===== config.mk =====
export PLATFORM = sky130hd
export DESIGN_NAME = seq_detect_ctrl
export DESIGN_NICKNAME = d
export VERILOG_FILES = /design/src/rtl/seq_ctrl_pkg.sv /design/src/rtl/seq_match_core.sv /design/src/rtl/seq_detect_ctrl.sv
export SDC_FILE = /design/constraint.sdc
export NUM_CORES = 1
export LEC_CHECK = 0
export BUFFER_PORTS_ARGS = -buffer_cell sky130_fd_sc_hd__buf_2
export CORE_MARGIN = 1
export CORE_UTILIZATION = 30
export CTS_CLUSTER_DIAMETER = 120
export DETAILED_ROUTE_END_ITERATION = 8
export GPL_TIMING_DRIVEN = 0
export SLEW_MARGIN = 20
export SYNTH_ARGS = -nofsm -noshare
export SYNTH_HDL_FRONTEND = slang
export SYNTH_SLANG_ARGS = --single-unit

===== constraint.sdc =====
create_clock -name clk -period 2.65 [get_ports clk]
set_clock_uncertainty 0.1 [all_clocks]
set_input_delay 0.3975 -clock clk [delete_from_list [all_inputs] [get_ports clk]]
set_output_delay 0.3975 -clock clk [all_outputs]
set_load 0.05 [all_outputs]

===== src/rtl/seq_ctrl_pkg.sv =====
// Shared types and defaults for the frame-level sequence detector controller.
package seq_ctrl_pkg;

    typedef enum logic [1:0] {
        ST_IDLE  = 2'd0,
        ST_WAIT  = 2'd1,
        ST_SHIFT = 2'd2,
        ST_DONE  = 2'd3
    } state_e;

    localparam int unsigned          DEF_PMAX    = 32'd8;
    localparam logic [DEF_PMAX-1:0]  DEF_RST_PAT = 8'b0000_0101;
    localparam int unsigned          DEF_RST_LEN = 32'd3;

    function automatic int unsigned clamp_len(input int unsigned len, input int unsigned pmax);
        int unsigned res;
        if (len > pmax) begin
            res = pmax;
        end else begin
            res = len;
        end
        return res;
    endfunction

endpackage


===== src/rtl/seq_match_core.sv =====
// Bit-serial Mealy matcher: history, bits-seen counter and masked pattern compare.
module seq_match_core
    import seq_ctrl_pkg::*;
#(
    parameter int unsigned PMAX = 32'd8,
    parameter int unsigned LW   = 32'd4
) (
    input  logic            clk,
    input  logic            rst,
    input  logic            x,
    input  logic            shift_en,
    input  logic            clr,
    input  logic [PMAX-1:0] pat,
    input  logic [LW-1:0]   len,
    output logic            z
);

    logic [PMAX-2:0] hist_r;
    logic [LW-1:0]   seen_r;
    logic [PMAX-1:0] window_s;
    logic [PMAX-1:0] mask_s;
    logic [LW:0]     seen_inc_s;

    // Window is the newest PMAX bits including the bit on x; mask keeps the low len bits.
    always_comb begin
        window_s = {hist_r, x};
        mask_s   = '0;
        for (int i = 0; i < int'(PMAX); i++) begin
            mask_s[i] = (i < int'(len));
        end
    end

    assign seen_inc_s = {1'b0, seen_r} + (LW+1)'(1);
    assign z = shift_en && (len != '0) && (seen_inc_s >= {1'b0, len})
               && (((window_s ^ pat) & mask_s) == '0);

    // History and bits-seen counter; cleared at frame start, advanced once per shifted bit.
    always_ff @(posedge clk or negedge rst) begin
        if (!rst) begin
            hist_r <= '0;
            seen_r <= '0;
        end else if (clr) begin
            hist_r <= '0;
            seen_r <= '0;
        end else if (shift_en) begin
            hist_r <= window_s[PMAX-2:0];
            if (seen_r != LW'(PMAX)) begin
                seen_r <= seen_r + LW'(1);
            end else begin
                seen_r <= seen_r;
            end
        end else begin
            hist_r <= hist_r;
            seen_r <= seen_r;
        end
    end

endmodule


===== src/rtl/seq_detect_ctrl.sv =====
// Frame controller: accepts words, serialises them MSB-first into the matcher, counts matches.
module seq_detect_ctrl
    import seq_ctrl_pkg::*;
#(
    parameter int unsigned      W       = 32'd8,
    parameter int unsigned      PMAX    = 32'd8,
    parameter int unsigned      CW      = 32'd8,
    parameter logic [PMAX-1:0]  RST_PAT = PMAX'(DEF_RST_PAT),
    parameter int unsigned      RST_LEN = DEF_RST_LEN
) (
    input  logic                       clk,
    input  logic                       rst,
    input  logic                       cfg_we,
    input  logic [PMAX-1:0]            cfg_pat,
    input  logic [$clog2(PMAX+1)-1:0]  cfg_len,
    input  logic                       in_valid,
    output logic                       in_ready,
    input  logic [W-1:0]               in_data,
    input  logic                       in_last,
    output logic                       x,
    output logic                       z,
    output logic                       busy,
    output logic                       done,
    output logic [CW-1:0]              match_cnt
);

    localparam int unsigned LW = $clog2(PMAX+1);
    localparam int unsigned BW = (W > 32'd1) ? $clog2(W) : 32'd1;

    state_e          state_r;
    state_e          state_s;
    logic [W-1:0]    sreg_r;
    logic [BW-1:0]   bit_r;
    logic            last_r;
    logic [PMAX-1:0] pat_r;
    logic [LW-1:0]   len_r;
    logic [CW-1:0]   cnt_r;
    logic            accept_s;
    logic            shifting_s;
    logic            clr_s;
    logic            z_s;

    assign in_ready   = (state_r == ST_IDLE) || (state_r == ST_WAIT);
    assign accept_s   = in_valid && in_ready;
    assign shifting_s = (state_r == ST_SHIFT);
    assign clr_s      = accept_s && (state_r == ST_IDLE);
    assign x          = shifting_s && sreg_r[W-1];
    assign z          = z_s;
    assign busy       = shifting_s || (state_r == ST_DONE);
    assign done       = (state_r == ST_DONE);
    assign match_cnt  = cnt_r;

    seq_match_core #(.PMAX(PMAX), .LW(LW)) u_core (
        .clk      (clk),
        .rst      (rst),
        .x        (x),
        .shift_en (shifting_s),
        .clr      (clr_s),
        .pat      (pat_r),
        .len      (len_r),
        .z        (z_s)
    );

    // State register.
    always_ff @(posedge clk or negedge rst) begin
        if (!rst) begin
            state_r <= ST_IDLE;
        end else begin
            state_r <= state_s;
        end
    end

    // Next-state logic; a word ends when its bit 0 has been presented.
    always_comb begin
        state_s = state_r;
        case (state_r)
            ST_IDLE, ST_WAIT: begin
                if (accept_s) begin
                    state_s = ST_SHIFT;
                end else begin
                    state_s = state_r;
                end
            end
            ST_SHIFT: begin
                if (bit_r == '0) begin
                    state_s = last_r ? ST_DONE : ST_WAIT;
                end else begin
                    state_s = ST_SHIFT;
                end
            end
            ST_DONE: state_s = ST_IDLE;
            default: state_s = ST_IDLE;
        endcase
    end

    // Word capture and MSB-first serialisation.
    always_ff @(posedge clk or negedge rst) begin
        if (!rst) begin
            sreg_r <= '0;
            bit_r  <= '0;
            last_r <= 1'b0;
        end else if (accept_s) begin
            sreg_r <= in_data;
            bit_r  <= BW'(W - 32'd1);
            last_r <= in_last;
        end else if (shifting_s) begin
            sreg_r <= {sreg_r[W-2:0], 1'b0};
            bit_r  <= bit_r - BW'(1);
            last_r <= last_r;
        end else begin
            sreg_r <= sreg_r;
            bit_r  <= bit_r;
            last_r <= last_r;
        end
    end

    // Pattern configuration, writable only at a frame boundary.
    always_ff @(posedge clk or negedge rst) begin
        if (!rst) begin
            pat_r <= RST_PAT;
            len_r <= LW'(clamp_len(RST_LEN, PMAX));
        end else if (cfg_we && (state_r == ST_IDLE)) begin
            pat_r <= cfg_pat;
            len_r <= LW'(clamp_len(32'(cfg_len), PMAX));
        end else begin
            pat_r <= pat_r;
            len_r <= len_r;
        end
    end

    // Saturating match counter; holds after DONE until the next frame starts.
    always_ff @(posedge clk or negedge rst) begin
        if (!rst) begin
            cnt_r <= '0;
        end else if (clr_s) begin
            cnt_r <= '0;
        end else if (shifting_s && z_s && (cnt_r != {CW{1'b1}})) begin
            cnt_r <= cnt_r + CW'(1);
        end else begin
            cnt_r <= cnt_r;
        end
    end

endmodule


==> results of run 1 <==
power groups by stage:
stage / logic (mW) / clock network, mW / registers [mW]
2_1_floorplan: 1.07 / 0 / 1.23
3_3_place_gp: 1.39 / 0 / 1.24
3_5_place_dp: 1.43 / 0 / 1.26
4_1_cts: 1.48 / 0.476 / 1.24
5_1_grt: 1.72 / 0.496 / 1.27
6_report: 1.52 / 0.452 / 1.24
critical path, cell delays in order (launching register included):
cell and delay (ns):
dfrtp_1 0.42, ha_2 0.23, xor2_1 0.16, ha_1 0.27
o21ai_0 0.08, o21ai_2 0.16, and3_1 0.20, buf_6 0.17
metal layers:
layer,share of wire,global-route usage,up-vias
met5,0,0,-
met4,0.015,0.0440,0
met3,0.033,0.0314,8
met2,0.46,0.220,31
met1,0.49,0.181,867
li1,-,-,904
cell usage in the layout, fill, tap and decap left out, drive strengths merged, types with 5 or more instances in the layout:
cell type / synthesis / routed
buf: 2 / 42
dfrtp: 41 / 41
nand2: 39 / 39
o21ai: 18 / 18
nand3: 15 / 15
clkbuf: 7 / 13
inv: 12 / 12
xnor2: 10 / 10
ha: 9 / 9
a21oi: 8 / 8
mux2: 8 / 8
nor2: 7 / 7
nand2b: 6 / 6
a31oi: 5 / 5
a22oi: 5 / 5
per-stage QoR:
step	area [um2]	setup slack (ns)
floorplan	2270	0.334
global placement	2570	0.171
detailed placement	2580	0.168
CTS	2700	0.000869
global route	2720	0.0265
finish	2720	0.156
path summary, 6_finish.rpt:
check / cells past startpoint / end / from / slack [ns]
setup / recovery: 7 / z / u_core.seen_r[0] / 0.16
setup reg to reg: 10 / match_cnt[3] / u_core.seen_r[0] / 0.28
hold / removal: 1 / pat_r[6] / rst / -0.02
max in group asynchronous: 1 / state_r[1] / rst / 2.06
hold reg to reg: 2 / last_r / last_r / 0.39
min in group clk: 3 / last_r / in_last / 0.19
kinds of logic (layout without fill, tap and decap cells):
family                   Yosys count  after routing  synth area share
AND/OR/NAND/NOR                   90             90             0.200
multiplexers                       9              9            0.0442
flip-flops                        45             45             0.499
buffers and inverters             21             69            0.0381
AO/OA/AOI/OAI                     46             46             0.123
adder cells (fa/ha/maj)            9              9            0.0497
XOR/XNOR                          12             12            0.0464
what timing repair did:
action | 4_1_cts | 5_1_grt
resized for setup | 2 | 3
gates cloned | 0 | 0
pin swaps | 0 | 1
endpoints found under the setup margin | 1 | 1
setup buffers | 2 | 1
final cells by class:
class	count	area (um2)
Tap cell	99	124
Multi-Input combinational cell	166	1060
Clock inverter	2	13.8
Inverter	12	45.0
Timing Repair Buffer	40	216
Sequential cell	45	1130
Clock buffer	6	82.6
Fill cell	783	4570
Buffer	9	41.3
registers in the layout, indices dropped and copies added, names as in the netlist:
name           cells
state_r            2
match_cnt          8
pat_r              8
len_r              4
sreg_r             8
bit_r              3
last_r             1
u_core.hist_r      7
u_core.seen_r      4
==> metrics.yaml, run 1 <==
routing:
  drt_iter0_drc: 118
  drc: 0
  final_antenna_net_count: 0
  vias_per_cell: 4.78
  vias: 1810
  drtPass1Iterations: 4
  wirelength_um: 4970
  routedWlPerCell_um: 13.1
cells_and_area:
  fin_cells: 379
  area_growth_pct: 20.0
  layout-drive-gt1-share: 0.254
  antenna_cells: 0
  final_core_util: 0.373
  final_nets: 313
place:
  place_congestion: 0.769
  portBuffers: 37
  place_inst: 368
  hpwlAfterDp_um: 3600
clock_tree:
  cts_tree: "yes"
  clk_latency_ns: 0.30
  cts-root-buf: "clkbuf_8"
  numCtsBuffers: 5
  clock_sinks: 45
  clockBufferDepth: 2
  cts.htree.levels: 2
  path_clk_slew_ns: 0.09
  ctsHoldBuffers: 0
timing:
  slew_headroom: 0.577
  final_hold_viol_count: 6
  whs_ns: -0.0190
  max_clock_freq_mhz: 401
  finalSetupTns_ns: 0
  worst_pin_slew_ns: 0.632
  rsz0062_at_grt: "false"
  finalCritPeriodShare: 0.941
  final.min_clock_period_ns: 2.49
  slew_viol_final: 0
  finalSetupViolations: 0
synthesis:
  synth_ff_type: "dfrtp_1"
  syn-num-nets: 266
  yosys_warnings: 0
  yosysTopAreaCell: "dfrtp_1"
  synth_common_cells: "dfrtp_1, nand2_1, nand3_1"
  synth_top_cells_by_area: "dfrtp_1, nand2_1, ha_1, dfstp_2, mux2_2"
  syn_area_per_cell_um2: 9.77
  yosysUniqueCellTypes: 41
  async_flop_share: 1.00
  ys_ff_latch: 45
  synth.most_common_cell: "dfrtp_1"
  synthCells: 232
  netlist.area_leader.share: 0.453
  synth_edf_count: 0
  synthesis.area_mm2: 0.00227
  ys_seq_area_frac: 0.499
hold_path:
  min_path_type: "input pin to async pin"
power_and_ir_drop:
  p_seq_frac: 0.386
  p_total_mw: 3.20
  intPower_mw: 1.84
  p_sw_frac: 0.425
  power.leakage_nw: 1.23
  p_comb_frac: 0.473
  net-switching-power_mw: 1.36
  ir_worst_vdd_mv: 0.390
  pwr-share-clk: 0.141
  power_density_mw_per_mm2: 1180
worst_setup_path:
  path_max_fanout: 4
  cp.arrival_ns: 2.00
  cp-end-kind: "primary output"
  start_kind: "register"
  crit_required_ns: 2.15
  crit_type: "register to primary output"
floorplan:
  ios: 38
  initial_core_util: 0.311
  die_height_um: 88.9
  die_area_mm2: 0.00790
  placement_rows: 31
  core_area_mm2: 0.00729
  die_x_um: 88.9
global_route:
  grt_usage: 0.136
  overflow: 0
  grt_max_degree: 46
  grt_pass1_wl_um: 8090
  grt_pass1_vias: 1689
  antenna_found_initial: 0
run:
  maxCapViolCount: 0
outcome:
  status: "finished with violations"
  failed_checks: "negative hold slack"
No activity file was read; power rests on OpenSTA's default activity.
==> run 2, diff against run 1 <==
--- a/config.mk
+++ b/config.mk
@@ -7,10 +7,11 @@
 export LEC_CHECK = 0
 export BUFFER_PORTS_ARGS = -buffer_cell sky130_fd_sc_hd__buf_2
 export CORE_MARGIN = 1
-export CORE_UTILIZATION = 30
+export CORE_UTILIZATION = 54
 export CTS_CLUSTER_DIAMETER = 120
 export DETAILED_ROUTE_END_ITERATION = 8
 export GPL_TIMING_DRIVEN = 0
+export PLACE_DENSITY = 0.77
 export SLEW_MARGIN = 20
 export SYNTH_ARGS = -nofsm -noshare
 export SYNTH_HDL_FRONTEND = slang
==> run 2 against run 1 <==
The run still ends with negative hold slack left. Final cell count down 13%. Total power rose by 5.0%. Critical path depth unchanged. Die area is 44% lower. First-iteration DRC count up 14%. Register-to-register slack worse by 0.08 ns. Cell area down 1.2%. Critical endpoint unchanged. Largest cell class unchanged. Highest routed layer unchanged.
==> metrics.yaml, run 2 (synthesis gave the netlist of run 1 again) <==
hold_path:
  min_path_type: "input pin to async pin"
timing:
  finalSetupViolations: 0
  finalSetupTns_ns: 0
  max_clock_freq_mhz: 390
  slew_headroom: 0.508
  whs_ns: -0.0190
  worst_pin_slew_ns: 0.735
  final.min_clock_period_ns: 2.57
  slew_viol_final: 0
  finalCritPeriodShare: 0.968
  rsz0062_at_grt: "false"
  final_hold_viol_count: 41
clock_tree:
  ctsHoldBuffers: 0
  cts.htree.levels: 2
  clk_latency_ns: 0.31
  clockBufferDepth: 2
  clock_sinks: 45
  cts_tree: "yes"
  cts-root-buf: "clkbuf_8"
  path_clk_slew_ns: 0.09
  numCtsBuffers: 5
cells_and_area:
  final_common_cell: "dfrtp_1"
  final_nets: 312
  layout-drive-gt1-share: 0.251
  area_growth_pct: 18.5
  nFillCells: 327
  final_cell_mix: "dfrtp_1, nand2_1, buf_2"
  antenna_cells: 0
floorplan:
  die_area_mm2: 0.00446
  core_area_mm2: 0.00400
  placement_rows: 23
  die_x_um: 66.8
  ios: 38
  initial_core_util: 0.566
  die_height_um: 66.8
power_and_ir_drop:
  p_seq_frac: 0.368
  power_density_mw_per_mm2: 1250
  pwr-share-clk: 0.182
  ir_worst_vdd_mv: 0.625
  intPower_mw: 2.00
  power.leakage_nw: 1.24
  p_sw_frac: 0.407
  net-switching-power_mw: 1.37
  p_comb_frac: 0.450
place:
  portBuffers: 37
  place_congestion: 0.754
  hpwlAfterDp_um: 3310
global_route:
  grt_pass1_vias: 1721
  grt_max_degree: 46
  overflow: 0
  grt_pass1_wl_um: 7820
  antenna_found_initial: 0
  grt_usage: 0.238
worst_setup_path:
  crit_required_ns: 2.15
  reg2reg_from: "u_core.seen_r[2]"
  rrSetupSlack_ns: 0.20
  r2r-end: "match_cnt[3]"
  start_kind: "register"
  critPathLaunch: "u_core.seen_r[2]"
  endpoint: "z"
  cp.arrival_ns: 2.07
  crit_type: "register to primary output"
  cp-end-kind: "primary output"
  ff2ff_path_depth: 10
  path_max_fanout: 6
routing:
  wirelength_um: 4790
  vias: 1817
  drtPass1Iterations: 4
  drc: 0
  routedWlPerCell_um: 14.6
  vias_per_cell: 5.52
  drt_iter0_drc: 135
  final_antenna_net_count: 0
run:
  maxCapViolCount: 0
outcome:
  failed_checks: "negative hold slack"
  status: "finished with violations"
run 2: cell types whose count changed in the layout (fill, tap and decap cells not counted):
cell | previous run | this run
bufinv_16 | 0 | 2
buf_4 | 4 | 3
clkbuf_8 | 6 | 5
clkinv_4 | 1 | 0
dfrtp_1 | 41 | 40
dfrtp_2 | 0 | 1
o21ai_1 | 6 | 7
o21ai_2 | 1 | 0
run 2: worst min path at each step:
stage	slack (ns)	from	endpoint
after floorplan	0.002	rst	bit_r[0]
after global placement	0.36	sreg_r[4]	sreg_r[4]
after detailed placement	0.36	sreg_r[4]	sreg_r[4]
after CTS	0.18	rst	sreg_r[5]
after global routing	0.03	rst	pat_r[5]
final	-0.02	rst	sreg_r[4]
run 2: power by group through the flow:
stage	registers (mW)	logic (mW)	clock network, mW
finish	1.24	1.52	0.612
global route	1.27	1.70	0.646
CTS	1.23	1.47	0.619
detailed placement	1.24	1.43	0
global placement	1.23	1.38	0
floorplan	1.23	1.07	0
run 2: layout make-up:
class	instances	area, um2	share of cell area
repair buffers	39	209	0.0778
multi-input cells	166	1060	0.395
clock buffers	5	68.8	0.0256
well taps	50	62.6	0.0233
inverters	12	45.0	0.0168
flip-flops and latches	45	1130	0.422
clock inverters	3	65.1	0.0242
plain buffers	9	41.3	0.0154
run 2: worst max-delay path, cell delays in order, from the launching register on:
cell	delay [ns]
dfrtp_1	0.46
nand3_1	0.15
xnor2_1	0.20
ha_1	0.30
o21ai_0	0.07
o21ai_1	0.20
and3_1	0.22
buf_6	0.16
run 2: per-stage QoR:
step           utilization  cell area, um2  cells  setup WS, ns  power [mW]
6_report             0.671            2690    329        0.0845        3.37
3_3_place_gp         0.628            2510    319         0.127        2.61
3_5_place_dp         0.630            2520    319         0.211        2.67
4_1_cts              0.666            2660    328        0.0522        3.32
2_1_floorplan            -            2270    232         0.334        2.30
5_1_grt              0.671            2690    329       0.00453        3.62
run 2: repair_timing:
action,CTS,global route
gates resized for setup,1,4
pin swaps,1,2
gates cloned,0,0
setup endpoints to repair,1,2
buffers inserted,1,1
run 2: routing by layer:
layer  routed length (um)  share of wire  global-route usage  vias up
met2                 2250           0.47               0.379       52
met5                    0              0                   0        -
met1                 2250           0.47               0.318      862
met3                  246          0.051              0.0445        5
li1                     -              -                   -      898
met4                   42         0.0088              0.0931        0
